==> src/rtl/pwr_seq_pkg.sv <==
// Shared state encoding and helpers for the rail power sequencer.
package pwr_seq_pkg;

   typedef enum logic [2:0] {
      ST_OFF    = 3'd0,
      ST_RAMP   = 3'd1,
      ST_SETTLE = 3'd2,
      ST_ON     = 3'd3,
      ST_DOWN   = 3'd4,
      ST_FAULT  = 3'd5
   } pwr_state_e;

   localparam int MAX_RAILS = 32;

   // Lowest monitored rail whose power-good is low; 0 when none is.
   function automatic int lowest_zero(input logic [MAX_RAILS-1:0] pg_vec,
                                      input logic [MAX_RAILS-1:0] mask);
      lowest_zero = 0;
      for (int i = MAX_RAILS - 1; i >= 0; i--) begin
         if (mask[i] && !pg_vec[i]) lowest_zero = i;
      end
   endfunction

endpackage

==> src/rtl/power_sequencer_pg_sync.sv <==
// Two-flop synchroniser bank for the asynchronous regulator power-good pins.
module pg_sync
   import pwr_seq_pkg::*;
#(
   parameter int WIDTH = 4
) (
   input  logic             clk_sys,
   input  logic             rst_b,
   input  logic [WIDTH-1:0] pg_raw,
   output logic [WIDTH-1:0] pg_s
);

   logic [WIDTH-1:0] pg_meta;

   always_ff @(posedge clk_sys or negedge rst_b) begin
      if (!rst_b) begin
         pg_meta <= '0;
         pg_s    <= '0;
      end else begin
         pg_meta <= pg_raw;
         pg_s    <= pg_meta;
      end
   end

endmodule

==> src/rtl/power_sequencer.sv <==
// Ordered rail bring-up / reverse shutdown with per-stage timeout, fault latch
// and delayed FPGA configuration release.
//
// state  | meaning
// OFF    | all rails disabled, waiting for pwr_req
// RAMP   | en[0..k] high, waiting for pg of stage k (timeout -> FAULT)
// SETTLE | pg of stage k seen, settle delay before next stage / ON
// ON     | all rails up; cfg_release after the configuration delay
// DOWN   | disabling stage k, one stage per off-delay, toward OFF
// FAULT  | all rails dropped at once, fault latched until cleared
module power_sequencer
   import pwr_seq_pkg::*;
#(
   parameter int N_RAILS         = 4,
   parameter int PG_TIMEOUT_CYC  = 5_000_000,
   parameter int STAGE_DELAY_CYC = 500_000,
   parameter int OFF_DELAY_CYC   = 250_000,
   parameter int CFG_DELAY_CYC   = 1_000_000
) (
   input  logic                       clk_clk,
   input  logic                       reset_reset_n,
   input  logic                       pwr_req,
   input  logic                       clear_fault,
   input  logic [N_RAILS-1:0]         pg,
   output logic [N_RAILS-1:0]         en,
   output logic                       pwr_good,
   output logic                       cfg_release,
   output logic                       fault,
   output logic [$clog2(N_RAILS)-1:0] fault_stage,
   output logic [2:0]                 state_o
);

   localparam int K_W     = $clog2(N_RAILS);
   localparam int MAX_A   = (PG_TIMEOUT_CYC > STAGE_DELAY_CYC) ? PG_TIMEOUT_CYC : STAGE_DELAY_CYC;
   localparam int MAX_B   = (OFF_DELAY_CYC > CFG_DELAY_CYC) ? OFF_DELAY_CYC : CFG_DELAY_CYC;
   localparam int MAX_DLY = (MAX_A > MAX_B) ? MAX_A : MAX_B;
   localparam int TMR_W   = $clog2(MAX_DLY) + 1;
   localparam logic [K_W-1:0] K_LAST = K_W'(N_RAILS - 1);

   pwr_state_e         state, state_nxt;
   logic [K_W-1:0]     k, k_nxt;
   logic [TMR_W-1:0]   tmr, tmr_nxt;
   logic               restart;
   logic [N_RAILS-1:0] pg_s, mon_mask, en_nxt;
   logic               mon_fail;
   logic [K_W-1:0]     fail_idx;
   logic               fault_nxt, pwr_good_nxt, cfg_release_nxt;
   logic [K_W-1:0]     fault_stage_nxt;

   pg_sync #(.WIDTH(N_RAILS)) u_pg_sync (
      .clk_sys (clk_clk),
      .rst_b   (reset_reset_n),
      .pg_raw  (pg),
      .pg_s    (pg_s)
   );

   // Rails that must already be good: those below k in RAMP, up to k in SETTLE.
   always_comb begin
      mon_mask = '0;
      for (int j = 0; j < N_RAILS; j++) begin
         case (state)
            ST_RAMP:   mon_mask[j] = (j < int'(k));
            ST_SETTLE: mon_mask[j] = (j <= int'(k));
            ST_ON:     mon_mask[j] = 1'b1;
            default:   mon_mask[j] = 1'b0;
         endcase
      end
   end

   assign mon_fail = |(mon_mask & ~pg_s);
   assign fail_idx = K_W'(lowest_zero(MAX_RAILS'(pg_s), MAX_RAILS'(mon_mask)));

   always_comb begin
      state_nxt       = state;
      k_nxt           = k;
      restart         = 1'b0;
      fault_nxt       = fault;
      fault_stage_nxt = fault_stage;
      case (state)
         ST_OFF: begin
            if (pwr_req && !fault) begin
               state_nxt = ST_RAMP;
               k_nxt     = '0;
            end
         end
         ST_RAMP: begin
            if (mon_fail) begin
               state_nxt       = ST_FAULT;
               fault_stage_nxt = fail_idx;
            end else if (tmr == TMR_W'(PG_TIMEOUT_CYC - 1)) begin
               state_nxt       = ST_FAULT;
               fault_stage_nxt = k;
            end else if (!pwr_req) begin
               state_nxt = ST_DOWN;
            end else if (pg_s[k]) begin
               state_nxt = ST_SETTLE;
            end
         end
         ST_SETTLE: begin
            if (mon_fail) begin
               state_nxt       = ST_FAULT;
               fault_stage_nxt = fail_idx;
            end else if (!pwr_req) begin
               state_nxt = ST_DOWN;
            end else if (tmr == TMR_W'(STAGE_DELAY_CYC - 1)) begin
               if (k == K_LAST) begin
                  state_nxt = ST_ON;
               end else begin
                  state_nxt = ST_RAMP;
                  k_nxt     = k + K_W'(1);
               end
            end
         end
         ST_ON: begin
            if (mon_fail) begin
               state_nxt       = ST_FAULT;
               fault_stage_nxt = fail_idx;
            end else if (!pwr_req) begin
               state_nxt = ST_DOWN;
            end
         end
         ST_DOWN: begin
            if (tmr == TMR_W'(OFF_DELAY_CYC - 1)) begin
               if (k == '0) begin
                  state_nxt = ST_OFF;
               end else begin
                  k_nxt   = k - K_W'(1);
                  restart = 1'b1;
               end
            end
         end
         ST_FAULT: begin
            if (clear_fault && !pwr_req) begin
               state_nxt = ST_OFF;
               fault_nxt = 1'b0;
            end
         end
         default: state_nxt = ST_OFF;
      endcase

      if (state_nxt == ST_FAULT) fault_nxt = 1'b1;

      // Timer restarts on every state or stage entry; in ON it saturates at the cfg delay.
      if (restart || state_nxt != state) begin
         tmr_nxt = '0;
      end else if (state == ST_ON) begin
         tmr_nxt = (tmr < TMR_W'(CFG_DELAY_CYC)) ? tmr + TMR_W'(1) : tmr;
      end else if (state inside {ST_RAMP, ST_SETTLE, ST_DOWN}) begin
         tmr_nxt = tmr + TMR_W'(1);
      end else begin
         tmr_nxt = tmr;
      end

      en_nxt = '0;
      for (int i = 0; i < N_RAILS; i++) begin
         case (state_nxt)
            ST_RAMP, ST_SETTLE: en_nxt[i] = (i <= int'(k_nxt));
            ST_ON:              en_nxt[i] = 1'b1;
            ST_DOWN:            en_nxt[i] = (i < int'(k_nxt));
            default:            en_nxt[i] = 1'b0;
         endcase
      end

      pwr_good_nxt    = (state_nxt == ST_ON);
      cfg_release_nxt = (state_nxt == ST_ON) && (tmr_nxt >= TMR_W'(CFG_DELAY_CYC));
   end

   always_ff @(posedge clk_clk or negedge reset_reset_n) begin
      if (!reset_reset_n) begin
         state       <= ST_OFF;
         k           <= '0;
         tmr         <= '0;
         en          <= '0;
         pwr_good    <= 1'b0;
         cfg_release <= 1'b0;
         fault       <= 1'b0;
         fault_stage <= '0;
      end else begin
         state       <= state_nxt;
         k           <= k_nxt;
         tmr         <= tmr_nxt;
         en          <= en_nxt;
         pwr_good    <= pwr_good_nxt;
         cfg_release <= cfg_release_nxt;
         fault       <= fault_nxt;
         fault_stage <= fault_stage_nxt;
      end
   end

   assign state_o = state;

endmodule

==> config.mk <==
export PLATFORM = sky130hd
export DESIGN_NAME = power_sequencer
export DESIGN_NICKNAME = d
export VERILOG_FILES = /design/src/rtl/pwr_seq_pkg.sv /design/src/rtl/power_sequencer_pg_sync.sv /design/src/rtl/power_sequencer.sv
export SDC_FILE = /design/constraint.sdc
export NUM_CORES = 1
export LEC_CHECK = 0
export ABC_AREA = 1
export BUFFER_PORTS_ARGS = -buffer_cell sky130_fd_sc_hd__buf_2
export CAP_MARGIN = 20
export CORE_MARGIN = 8
export CORE_UTILIZATION = 60
export CTS_CLUSTER_DIAMETER = 150
export DETAILED_ROUTE_END_ITERATION = 16
export HOLD_SLACK_MARGIN = 0.1
export PLACE_DENSITY_LB_ADDON = 0.25
export SYNTH_ARGS = -nofsm -noshare
export SYNTH_HDL_FRONTEND = slang
export SYNTH_HIERARCHICAL = 1
export SYNTH_SLANG_ARGS = --single-unit
export TNS_END_PERCENT = 100
==> constraint.sdc <==
create_clock -name clk_clk -period 3.2 [get_ports clk_clk]
set_input_delay 0.16 -clock clk_clk [delete_from_list [all_inputs] [get_ports clk_clk]]
set_output_delay 0.16 -clock clk_clk [all_outputs]
set_load 0.02 [all_outputs]
==> After elaboration in Yosys (flattened, before gate mapping) <==
Index checks and enable logic that the tools add are counted.
W data, S select, Z words.
{ "classes": {"n_reduce_logical": 26, "order_cmp": 15, "n_eq_ne": 17, "n_addsub": 3, "mux": 51, "n_bitwise": 2} }
{ "op_table": {"columns": ["cell", "n"], "rows": [
  ["$mux W24", 4],
  ["$mux W3", 13],
  ["$mux W2", 15],
  ["$add A24 B1 Y24 const B", 1],
  ["$eq A24 B18 Y1 const B", 1],
  ["$eq A24 B19 Y1 const B", 1],
  ["$eq A24 B23 Y1 const B", 1],
  ["$ge A24 B20 Y1 const B", 1],
  ["$lt A24 B20 Y1 const B", 1],
  ["$pmux W3 S6", 1],
  ["$eq A3 B2 Y1 const B", 4],
  ["$eq A3 B3 Y1 const B", 4],
  ["$pmux W1 S3", 4],
  ["$le A2 B2 Y1 const A", 4],
  ["$lt A1 B2 Y1 const A", 4],
  ["$pmux W1 S2", 4],
  ["$logic_and A1 B1 Y1", 7],
  ["$mux W1", 7],
  ["$eq A3 B1 Y1 const B", 2],
  ["$logic_not A1 Y1", 6],
  ["$pmux W2 S3", 1],
  ["$reduce_bool A2 Y1", 3],
  ["$and A4 B4 Y4", 1],
  ["$le A1 B2 Y1 const A", 2],
  ["other kinds (20)", 22]
]} }
{ "totals": {"out_inout_bits": 12, "reg_bits": 46} }

==> Logic depth before layout (Yosys ltp) <==
Gate-level depths: netlist (run 1).
{ "logic_depth": {"ltp_word": 12, "mapped_depth": 22} }

==> Modules after synthesis <==
The synthesis (run 1) kept the hierarchy.
{ "modules_own_cells": {"columns": ["mod", "instances", "area_per_inst_um2", "cells_each", "seq_area_each_um2"], "rows": [
  ["power_sequencer", 1, 3373.2, 537, 950.9],
  ["pg_sync", 1, 200.2, 8, 200.2]
]} }

==> Worst setup path before layout (run 1) <==
No wires, ideal clock.
{ "synth_path": {"path_type": "register to register", "start": "register state[1], in the netlist state_o[1]", "end": "register cfg_release", "required_ps": 3087, "path_stages_with_launch": 22, "path_slack_ps": 816, "period_less_slack_ps": 2384, "n_path_buf": 1, "arrival_time_ps": 2271, "cell_sequence": "dfrtp_1 > inv_2 > nand2_2 > nor2_2 > nand2_1 > nand2_1 > nand2_1 > nand2_2 > nor2_8 > nor2_2 > nor2_4 > nand3_1 > nand3_2 > nor2_4 > buf_6 > o21ai_1 > nand2_1 > nor2_2 > nand3b_1 > nand3_1 > nand2_1 > inv_1"} }
{ "synth_via": {"elab_chain_len": 12, "elab_cells_between_ends": 37, "cone_classes": "order compare (1); eq/ne (7); mux (22); bitwise (1); reduce/logical (6)"} }
{ "synth_lines": {"columns": ["item", "line", "rtl"], "rows": [
  ["from (decl)", "power_sequencer.sv:40", "pwr_state_e state, state_nxt;"],
  ["from (signal assigned)", "power_sequencer.sv:179", "state <= state_nxt;"],
  ["$eq A3 B2 Y1 (on tied branches)", null, null],
  ["$reduce_or A2 Y1 (no source line)", null, null],
  ["$pmux W1 S2", "power_sequencer.sv:61", "case (state)"],
  ["$and A4 B4 Y4", "power_sequencer.sv:70", "assign mon_fail = |(mon_mask & ~pg_s);"],
  ["$reduce_or A4 Y1", "power_sequencer.sv:70", null],
  ["$mux W3 (on tied branches)", "power_sequencer.sv:115, power_sequencer.sv:87, power_sequencer.sv:100", null],
  ["$pmux W3 S6", "power_sequencer.sv:79", "case (state)"],
  ["$ne A3 B3 Y1", "power_sequencer.sv:144", "if (restart || state_nxt != state) begin"],
  ["$logic_or A1 B1 Y1", "power_sequencer.sv:144", null],
  ["$mux W24", "power_sequencer.sv:144", null],
  ["$ge A24 B20 Y1", "power_sequencer.sv:165", "cfg_release_nxt = (state_nxt == ST_ON) && (tmr_nxt >= TMR_W'(CFG_DELAY_CYC));"],
  ["$logic_and A1 B1 Y1 (*)", "power_sequencer.sv:165", null],
  ["named net cfg_release_nxt", "power_sequencer.sv:47", "logic fault_nxt, pwr_good_nxt, cfg_release_nxt;"],
  ["to (signal assigned)", "power_sequencer.sv:184", "cfg_release <= cfg_release_nxt;"],
  ["to (decl)", "power_sequencer.sv:27", "output logic cfg_release,"]
]} }
The timed path passes the listed nets; every way through them passes the cells marked *.
A chain may end at the register's enable or synchronous reset.

==> Worst setup path in the final report (run 1) <==
{ "layout_path": {"start": "register state[2], in the netlist state_o[2]", "end": "register cfg_release"} }
The elaborated chain is that of the path after synthesis.

==> impl_metrics.toml, run 1 <==
[floorplanning]
design.core.area_um2 = 5850
initial_core_util = 0.611
die_w_um = 93.2
die-area_um2 = 8680
num_rows = 28
die_h_um = 93.2
ios = 20

[drt]
firstDrtPassIters = 5
ant_nets = 0
num_vias = 3678
via_per_inst = 5.72
wl_um = 10000
wl_per_cell_um = 15.6
drt_iter0_drc = 402
drc = 0

[cts]
root_buffer = "clkbuf_8"
numCtsBuffers = 5
clkTransAtPathRegs_ns = 0.10
cts_setup_buffers = 0
cts_resized = 0
cts_sinks = 46
cts_hold_buf = 5
clkLatencyLatePin_ns = 0.31
clockBufferDepth = 2
cts_tree = "done"
cts-htree-levels = 2

[logic_synthesis]
synth_edf_count = 0
avgSynthCellArea_um2 = 6.56
synth_warnings = 6
syn_area_um2 = 3570
synth_xor_area_frac = 0.0392
synth.distinct_cells = 48
synth-seq-cells = 46
syn_inst = 545
synth_top_family_by_area = "simple AND/OR/NAND/NOR gates"
synthFlopType = "dfrtp_1"
syn-num-nets = 554
synthArstFlopShare = 1.00
synth-simple-area-share = 0.405
synth-adder-area-share = 0.00350
synth_compound_area_frac = 0.125
synth_mux_area_frac = 0
synth.yosys.seq_area_share = 0.322

[finish]
layout-drive-gt1-share = 0.125
final_cells = 643
nFillCells = 526
final_common_cell = "nand2_1"
area_growth_pct = 8.82
final_cell_mix = "nand2_1, nor2_1, inv_1, dfrtp_1, nand3_1"
antennaDiodeCount = 0
nNetsFinal = 576

[sta]
worstMarginPinSlew_ns = 0.416
final-hold-violation-count = 0
period_minus_slack_ns = 2.84
setup-tns-final_ns = 0
drv_slew = 0
fin_crit_sh = 0.888
fin_skew_ns = 0.00502
max_freq_ghz = 0.352
max_slew_margin = 0.720
rsz0062_at_grt = "false"
setup_violations = 0

[setup_path]
cp-end-kind = "flop"
critical_path.most_common_cell = "nand3_1"
path_depth = 16
critPathKind = "flop to flop"
path_buf_inv = 4
crit_required_ns = 3.41
slowest_stage = "dfrtp_1"
cp-start-kind = "flop"
slowest_delay_ns = 0.52
rr_worst_depth = 16
worstPathArrival_ns = 3.05
path_cells = "inv_2 > nand2_2 > nor2_2 > nor2_2 > o21ai_2 > buf_4 > o21ai_0 > o21bai_1 > inv_1 > nor2_1 > o31ai_1 > nand3_1 > nand3_1 > nand3_1 > nand2_1 > inv_1"
crit_fanout = 24
worst_path_dominant_cell_family = "simple AND/OR/NAND/NOR gates"

[power]
power_frac_seq = 0.436
p_int_mw = 1.12
pwr-share-clk = 0.191
power.leakage_nw = 1.95
p_switching_uw = 853
swShare = 0.433
comb_power_share = 0.373
power_density_nw_per_um2 = 507
irDropWorstVdd_mv = 0.464

[placement]
gp_congestion = 0.989
hpwl_um = 7420
portBuffers = 19
dp_cells = 629

[global_route]
track_usage = 0.243
grt_max_degree = 47
grt_pass1_vias = 3463
grt_first_pass_wirelength_um = 17000
grt.overflow.total = 0
antenna_found_initial = 0

[hold_path]
min_path_type = "input port to async pin"

[job]
cap_violations = 0

[run_status]
status = "completed"
-- sequential cells by signal (all words and copies together) (netlist names) --
register           count
u_pg_sync/pg_meta      4
cfg_release            1
u_pg_sync/pg_s         4
fault_stage            2
pwr_good               1
fault                  1
state_o                3
tmr                   24
en                     4
k                      2
-- through the flow --
step	hold slack [ns]	area (um^2)	total power [mW]	setup slack, ns	utilization
2_1_floorplan	-0.136	3570	1.37	0.816	-
3_3_place_gp	0.268	3730	1.56	0.402	0.637
3_5_place_dp	0.270	3730	1.58	0.452	0.637
4_1_cts	0.358	3870	1.96	0.421	0.661
5_1_grt	0.233	3890	2.11	0.142	0.665
6_report	0.224	3890	1.97	0.359	0.665
-- worst paths after layout --
| kind | startpoint | end | slack (ns) |
|---|---|---|---|
| worst max-delay path | state_o[2]$_DFF_PN0_ | cfg_release$_DFF_PN0_ | 0.36 |
| worst min-delay path | reset_reset_n | tmr[9]$_DFF_PN0_ | 0.22 |
| worst max register to register | state_o[2]$_DFF_PN0_ | cfg_release$_DFF_PN0_ | 0.36 |
| worst min register to register | u_pg_sync/pg_meta[0]$_DFF_PN0_ | u_pg_sync/pg_s[0]$_DFF_PN0_ | 0.35 |
| max in group asynchronous | reset_reset_n | tmr[15]$_DFF_PN0_ | 2.51 |
| min in group clk_clk | u_pg_sync/pg_meta[0]$_DFF_PN0_ | u_pg_sync/pg_s[0]$_DFF_PN0_ | 0.35 |
-- Yosys cell counts (4+ instances only) --
cell,instances,share of area
inv_1,69,0.072
nor2_2,9,0.016
o21ai_0,22,0.031
buf_2,7,0.0098
xor2_1,13,0.032
nand4_1,9,0.016
nand2_2,9,0.016
nand3_1,44,0.062
nor3_1,8,0.011
nand2_1,128,0.13
dfrtp_1,46,0.32
clkbuf_1,6,0.0063
o211ai_1,8,0.017
nor4_1,4,0.0070
o21ai_1,5,0.0070
nor2_1,87,0.091
a21oi_1,19,0.027
inv_2,6,0.0063
-- final cells by class --
type	count	area, um^2	area share
flip-flops and latches	46	1150	0.296
multi-input cells	406	2050	0.527
repair buffers	32	218	0.0560
clock buffers	5	68.8	0.0177
well taps	75	93.8	0.0241
inverters	76	285	0.0734
clock inverters	3	23.8	0.00611
-- worst reg2reg max path, delay by kind of cell (launching register included) --
kind	cells	cell delay [ns]
AO/OA/AOI/OAI	4	0.69
flip-flops	1	0.52
buffers and inverters	4	0.64
AND/OR/NAND/NOR	8	0.91
-- per-layer routing --
metal | part of all wire | GRT usage | vias up
met5 | 0 | 0 | -
met4 | 0.016 | 0.0711 | 0
met3 | 0.095 | 0.0513 | 16
met2 | 0.44 | 0.370 | 165
met1 | 0.45 | 0.336 | 1694
li1 | - | - | 1803
-- power by group through the flow --
stage | Sequential (mW) | Clock (mW) | Combinational (mW)
finish | 0.860 | 0.377 | 0.735
global route | 0.873 | 0.410 | 0.825
CTS | 0.852 | 0.385 | 0.725
detailed placement | 0.861 | 0 | 0.718
global placement | 0.858 | 0 | 0.707
floorplan | 0.823 | 0 | 0.544
-- cells by family after synthesis --
| family | after synthesis |
|---|---|
| AOI/OAI and AO/OA | 74 |
| DFF | 46 |
| and+or+nand+nor | 315 |
| buffers and inverters | 93 |
| adders and majority gates | 1 |
| xor gates and xnor gates | 16 |
Note: power is estimated with default switching activity, not from simulation.
==> run 2, diff against run 1 <==
--- a/config.mk
+++ b/config.mk
@@ -16,6 +16,5 @@
 export PLACE_DENSITY_LB_ADDON = 0.25
 export SYNTH_ARGS = -nofsm -noshare
 export SYNTH_HDL_FRONTEND = slang
-export SYNTH_HIERARCHICAL = 1
 export SYNTH_SLANG_ARGS = --single-unit
 export TNS_END_PERCENT = 100
==> run 2 against run 1 <==
Effect of this change: area after synthesis shrank 4.9%; maximum frequency shrank 2.4%; clock power grew 3%; via count shrank 5.3%; routed wire length shrank 1.4%; hold slack lost 0.015 ns.
==> impl_metrics.toml, run 2 <==
[run_status]
status = "completed"

[cts]
root_buffer = "clkbuf_8"
cts_sinks = 46
clkLatencyLatePin_ns = 0.31
clkTransAtPathRegs_ns = 0.11
cts-htree-levels = 2
cts_setup_buffers = 0
clockBufferDepth = 2
cts_tree = "done"
numCtsBuffers = 5

[setup_path]
path_cells = "nand3_1 > nor2_2 > nand2_1 > nor2_2 > nand2_1 > nor2_4 > xor2_1 > nor2_1 > o21ai_0 > inv_1 > nand2_1 > nand2_1 > inv_1 > nand2_1 > nand2_1 > nand3_1 > nand2_1 > inv_1"
crit_required_ns = 3.41
critical_path.most_common_cell = "nand2_1"
reg2reg_slack_ns = 0.29
slowest_stage = "dfrtp_1"
crit_fanout = 6
worstPathArrival_ns = 3.12
crit-reg2reg-launch = "tmr[2]$_DFF_PN0_"
critPathKind = "flop to flop"
r2r_end = "cfg_release$_DFF_PN0_"
rr_worst_depth = 18
cp-start-kind = "flop"
slowest_delay_ns = 0.50
cp-end-kind = "flop"

[logic_synthesis]
avgSynthCellArea_um2 = 6.63
synth_xor_area_frac = 0.0538
synthArstFlopShare = 1.00
synth-adder-area-share = 0.00368
synth_warnings = 0
synth_edf_count = 0
syn_inst = 512
synth.distinct_cells = 42
synthFlopType = "dfrtp_1"
synth-simple-area-share = 0.379
synth.yosys.seq_area_share = 0.339
syn_area_um2 = 3400
synth_compound_area_frac = 0.116
synth_top_area_frac = 0.339
syn-num-nets = 521
synthTopCellsByCount = "nand2_1, nor2_1, inv_1, dfrtp_1, nand3_1"
ys_top_cells_by_area = "dfrtp_1, nand2_1, nor2_1"
synthMostInstantiatedCell = "nand2_1"
synth-seq-cells = 46
synth_mux_area_frac = 0.00331
yosysTopAreaCell = "dfrtp_1"
synth_top_family_by_area = "simple AND/OR/NAND/NOR gates"

[finish]
final_common_cell = "nand2_1"
seq_area_um2 = 1150
largest_reg_flops = 24
layout-drive-gt1-share = 0.127
final_cells = 608
area_growth_pct = 8.95
fin_area_um2 = 3700
top_register = "tmr"
nFillCells = 513
multi_input_area_um2 = 1900
nNetsFinal = 544
final_cell_mix = "nand2_1, nor2_1, inv_1, dfrtp_1, nand3_1"
antennaDiodeCount = 0

[floorplanning]
die_h_um = 91.2
design.core.area_um2 = 5470
die-area_um2 = 8330
num_rows = 27
ios = 20
initial_core_util = 0.621
die_w_um = 91.2

[placement]
gp_congestion = 1.05
placed_area_um2 = 3530
hpwl_um = 7400
dp_cells = 594
portBuffers = 19

[drt]
drc = 0
ant_nets = 0
num_vias = 3482
wl_um = 9880
drt_iter0_drc = 401
firstDrtPassIters = 5
wl_per_cell_um = 16.3
via_per_inst = 5.73

[sta]
final-hold-violation-count = 0
setup-tns-final_ns = 0
max_freq_ghz = 0.344
period_minus_slack_ns = 2.91
fin_skew_ns = 0.0124
rsz0062_at_grt = "false"
fin_crit_sh = 0.910
drv_slew = 0
worstMarginPinSlew_ns = 0.568
holdWs_ns = 0.210
max_slew_margin = 0.617
setup_violations = 0

[power]
power_frac_seq = 0.300
power.leakage_nw = 1.83
power_density_nw_per_um2 = 714
swShare = 0.522
p_int_mw = 1.26
p_switching_mw = 1.38
irDropWorstVdd_mv = 0.578
pwr-share-clk = 0.147
comb_power_share = 0.553

[global_route]
grt_max_degree = 47
grt_first_pass_wirelength_um = 16000
antenna_found_initial = 0
grt.overflow.total = 0
track_usage = 0.237
grt_pass1_vias = 3213

[job]
cap_violations = 0

[hold_path]
min_path_type = "input port to async pin"
-- run 2: changes by cell type in the layout (fill, tap and decap cells not counted), sizes merged, moves of 2 or more --
| cell | previous run | this run |
|---|---|---|
| nor2 | 99 | 89 |
| nand4 | 10 | 8 |
| xnor2 | 3 | 1 |
| nor3 | 8 | 12 |
| o221ai | 2 | 0 |
| o211ai | 8 | 10 |
| clkinvlp | 2 | 0 |
| nand3 | 49 | 37 |
| o31ai | 3 | 1 |
| inv | 76 | 78 |
| nand2 | 139 | 136 |
| xor2 | 13 | 19 |
| buf | 27 | 23 |
-- run 2: power by group through the flow --
stage	combinational (mW)	sequential, mW	clock [mW]
2_1_floorplan	1.09	0.808	0
3_3_place_gp	1.37	0.791	0
3_5_place_dp	1.39	0.798	0
4_1_cts	1.40	0.786	0.392
5_1_grt	1.62	0.804	0.408
6_report	1.46	0.792	0.388
-- run 2: cells by family after synthesis --
group           count (synthesis)
compound gates                 66
xor+xnor                       20
fa+ha+maj                       1
buf+inv                        88
flops                          46
mux                             1
simple gates                  290
-- run 2: worst max path at each step --
stage | slack, ns | start | end | cells after the start
3_3_place_gp | 0.37 | tmr[0]$_DFF_PN0_ | cfg_release$_DFF_PN0_ | 19
4_1_cts | 0.28 | tmr[0]$_DFF_PN0_ | cfg_release$_DFF_PN0_ | 19
2_1_floorplan | 0.95 | state_o[1]$_DFF_PN0_ | cfg_release$_DFF_PN0_ | 21
5_1_grt | 0.09 | tmr[0]$_DFF_PN0_ | cfg_release$_DFF_PN0_ | 21
3_5_place_dp | 0.31 | tmr[0]$_DFF_PN0_ | cfg_release$_DFF_PN0_ | 19
6_report | 0.29 | tmr[2]$_DFF_PN0_ | cfg_release$_DFF_PN0_ | 18
-- run 2: timing repair --
| action | 4_1_cts | 5_1_grt |
|---|---|---|
| hold buffers | 5 | 0 |
| resized for setup | 0 | 2 |
| endpoints found under the hold margin | 50 | 0 |
| setup endpoints to repair | 0 | 1 |
-- run 2: final cells by class --
cell class,instances,area share
multi-input cells,378,0.512
well taps,72,0.0243
clock buffers,5,0.0186
flip-flops and latches,46,0.311
inverters,76,0.0771
repair buffers,28,0.0507
clock inverters,3,0.00609
-- run 2: routing by layer --
metal | track usage | vias up | wire length (um) | share of wire
met3 | 0.0584 | 30 | 1060 | 0.11
met2 | 0.326 | 210 | 4140 | 0.42
met1 | 0.342 | 1574 | 4430 | 0.45
met5 | 0 | - | 0 | 0
li1 | - | 1668 | - | -
met4 | 0.0941 | 0 | 258 | 0.026
-- run 2: through the flow --
step           utilization  power [mW]  setup slack [ns]
2_1_floorplan            -        1.89             0.953
3_3_place_gp         0.645        2.16             0.368
3_5_place_dp         0.645        2.19             0.309
4_1_cts              0.671        2.58             0.276
5_1_grt              0.676        2.83            0.0944
6_report             0.676        2.64             0.289
-- run 2: worst max-delay path: cells and delay by family, from the launching register on --
| family | cells | cell delay [ns] |
|---|---|---|
| AO/OA/AOI/OAI | 1 | 0.47 |
| XOR/XNOR | 1 | 0.17 |
| buffers and inverters | 3 | 0.19 |
| flip-flops | 1 | 0.50 |
| AND/OR/NAND/NOR | 13 | 1.47 |
==> run 3, diff against run 2 <==
--- a/config.mk
+++ b/config.mk
@@ -8,12 +8,13 @@
 export ABC_AREA = 1
 export BUFFER_PORTS_ARGS = -buffer_cell sky130_fd_sc_hd__buf_2
 export CAP_MARGIN = 20
-export CORE_MARGIN = 8
+export CORE_MARGIN = 4
 export CORE_UTILIZATION = 60
 export CTS_CLUSTER_DIAMETER = 150
 export DETAILED_ROUTE_END_ITERATION = 16
 export HOLD_SLACK_MARGIN = 0.1
 export PLACE_DENSITY_LB_ADDON = 0.25
+export RECOVER_POWER = 50
 export SYNTH_ARGS = -nofsm -noshare
 export SYNTH_HDL_FRONTEND = slang
 export SYNTH_SLANG_ARGS = --single-unit
==> run 3 against run 2 <==
Effect of this change: the flow now finishes with violations (max-capacitance violations, max-slew violations); largest power group unchanged; hold slack gained 0.012 ns; final cell count grew 0.33%; die area shrank 17%; critical path type unchanged; clock power is essentially flat; setup slack gained 0.032 ns; combinational power is essentially flat.
==> impl_metrics.toml, run 3 (same netlist as run 2, synthesis figures left out) <==
[cts]
clkLatencyLatePin_ns = 0.31
clkTransAtPathRegs_ns = 0.10
cts_tree = "done"
cts_setup_buffers = 0
numCtsBuffers = 5
cts_sinks = 46
root_buffer = "clkbuf_8"
clockBufferDepth = 2
cts-htree-levels = 2

[floorplanning]
num_rows = 27
die_w_um = 83.2
die_h_um = 83.2
die-area_um2 = 6930
ios = 20
initial_core_util = 0.617
design.core.area_um2 = 5510

[finish]
nNetsFinal = 546
largest_reg_flops = 24
final_cell_mix = "nand2_1, nor2_1, inv_1, dfrtp_1, nand3_1"
nFillCells = 503
antennaDiodeCount = 0
final_common_cell = "nand2_1"
top_register = "tmr"
area_growth_pct = 9.06
layout-drive-gt1-share = 0.128

[setup_path]
reg2reg_slack_ns = 0.32
critPathKind = "flop to flop"
crit-reg2reg-launch = "tmr[10]$_DFF_PN0_"
crit_required_ns = 3.46
cp-start-kind = "flop"
worst_path_dominant_cell_family = "simple AND/OR/NAND/NOR gates"
crit_fanout = 12
path_cells = "nor2_1 > nand3_1 > nand2_1 > nand2_1 > nand2_1 > nand3_1 > o21ai_2 > nand3_1 > xor2_2 > nand3_2 > nor2_1 > nand2_1 > nand2_1 > nand2_1 > nand3_1 > nand2_1 > inv_1"
slowest_stage = "o21ai_2"
path_buf_inv = 1
rr_worst_depth = 17
r2r_end = "cfg_release$_DFF_PN0_"
slowest_delay_ns = 0.52
cp-end-kind = "flop"
critical_path.most_common_cell = "nand2_1"
worstPathArrival_ns = 3.14

[drt]
drt_iter0_drc = 562
num_vias = 3525
wl_um = 9530
firstDrtPassIters = 5
ant_nets = 0
drc = 0
wl_per_cell_um = 15.6
via_per_inst = 5.78

[power]
pwr-share-clk = 0.149
power_density_nw_per_um2 = 706
power_frac_seq = 0.302
p_switching_mw = 1.35
power.leakage_nw = 1.83
p_int_mw = 1.27
irDropWorstVdd_mv = 0.497
total_power_mw = 2.62
comb_power_share = 0.548
swShare = 0.516

[sta]
drv_slew = 43
fin_crit_sh = 0.900
setup_violations = 0
holdWs_ns = 0.221
period_minus_slack_ns = 2.88
fin_skew_ns = 0.0124
worstMarginPinSlew_ns = 2.23
max_slew_margin = -0.485
max_freq_ghz = 0.347
final-hold-violation-count = 0

[global_route]
grt_first_pass_wirelength_um = 15700
track_usage = 0.279
grt_max_degree = 47
grt.overflow.total = 0
antenna_found_initial = 0
grt_pass1_vias = 3104

[placement]
gp_congestion = 0.995
hpwl_um = 7450
portBuffers = 19

[hold_path]
min_path_type = "input port to async pin"

[job]
cap_violations = 1

[run_status]
status = "complete, but fails checks"
violations = "max-capacitance violations, max-slew violations"
[run 3: changes by cell type in the layout (fill, tap and decap cells not counted), moves of 2 or more]
cell      delta
clkbuf_1     +2
buf_4        +2
dfrtp_2      +2
dfrtp_1      -2
[run 3: layout make-up]
cell class                 count  area (um^2)  share of cell area
clock buffer                   5         68.8              0.0186
clock inverter                 3         28.8             0.00777
inverter                      76          285              0.0770
multi-input combinational    378         1890               0.511
sequential                    46         1150               0.311
tap                           72         90.1              0.0243
timing repair buffer          30          185              0.0500
[run 3: worst max path at each step]
stage,startpoint,endpoint,slack [ns],cells after the start
after floorplan,state_o[1]$_DFF_PN0_,cfg_release$_DFF_PN0_,0.95,21
after global placement,tmr[1]$_DFF_PN0_,cfg_release$_DFF_PN0_,0.35,19
after detailed placement,tmr[1]$_DFF_PN0_,cfg_release$_DFF_PN0_,0.35,19
after CTS,tmr[1]$_DFF_PN0_,cfg_release$_DFF_PN0_,0.32,19
after global routing,tmr[10]$_DFF_PN0_,cfg_release$_DFF_PN0_,-0.02,17
final,tmr[10]$_DFF_PN0_,cfg_release$_DFF_PN0_,0.32,17
[run 3: power by group through the flow]
stage	logic (mW)	clock network, mW	registers, mW
after floorplan	1.09	0	0.808
after global placement	1.36	0	0.794
after detailed placement	1.38	0	0.795
after CTS	1.39	0.397	0.783
after global routing	1.59	0.425	0.803
final	1.44	0.391	0.791
[run 3: metal layers]
layer  vias to the layer above  GRT usage  wire [um]
met5                         -          0          0
met4                         0     0.0773        217
met3                        31     0.0714       1180
met2                       222      0.386       3860
met1                      1598      0.426       4280
li1                       1674          -          -
[run 3: per-stage QoR]
| step | utilization | worst slack [ns] | setup TNS, ns | instances | instance area [um^2] |
|---|---|---|---|---|---|
| 6_report | 0.673 | 0.321 | 0 | 610 | 3700 |
| 3_3_place_gp | 0.644 | 0.354 | 0 | 596 | 3550 |
| 4_1_cts | 0.671 | 0.320 | 0 | 609 | 3690 |
| 3_5_place_dp | 0.644 | 0.346 | 0 | 596 | 3550 |
| 5_1_grt | 0.673 | -0.0168 | -0.0168 | 610 | 3700 |
| 2_1_floorplan | - | 0.953 | 0 | 512 | 3400 |
[run 3: timing repair]
| action | in CTS | in global routing |
|---|---|---|
| hold endpoints to repair | 50 | 0 |
| gates resized for setup | 0 | 3 |
| hold buffers | 5 | 0 |
| setup endpoints to repair | 0 | 1 |
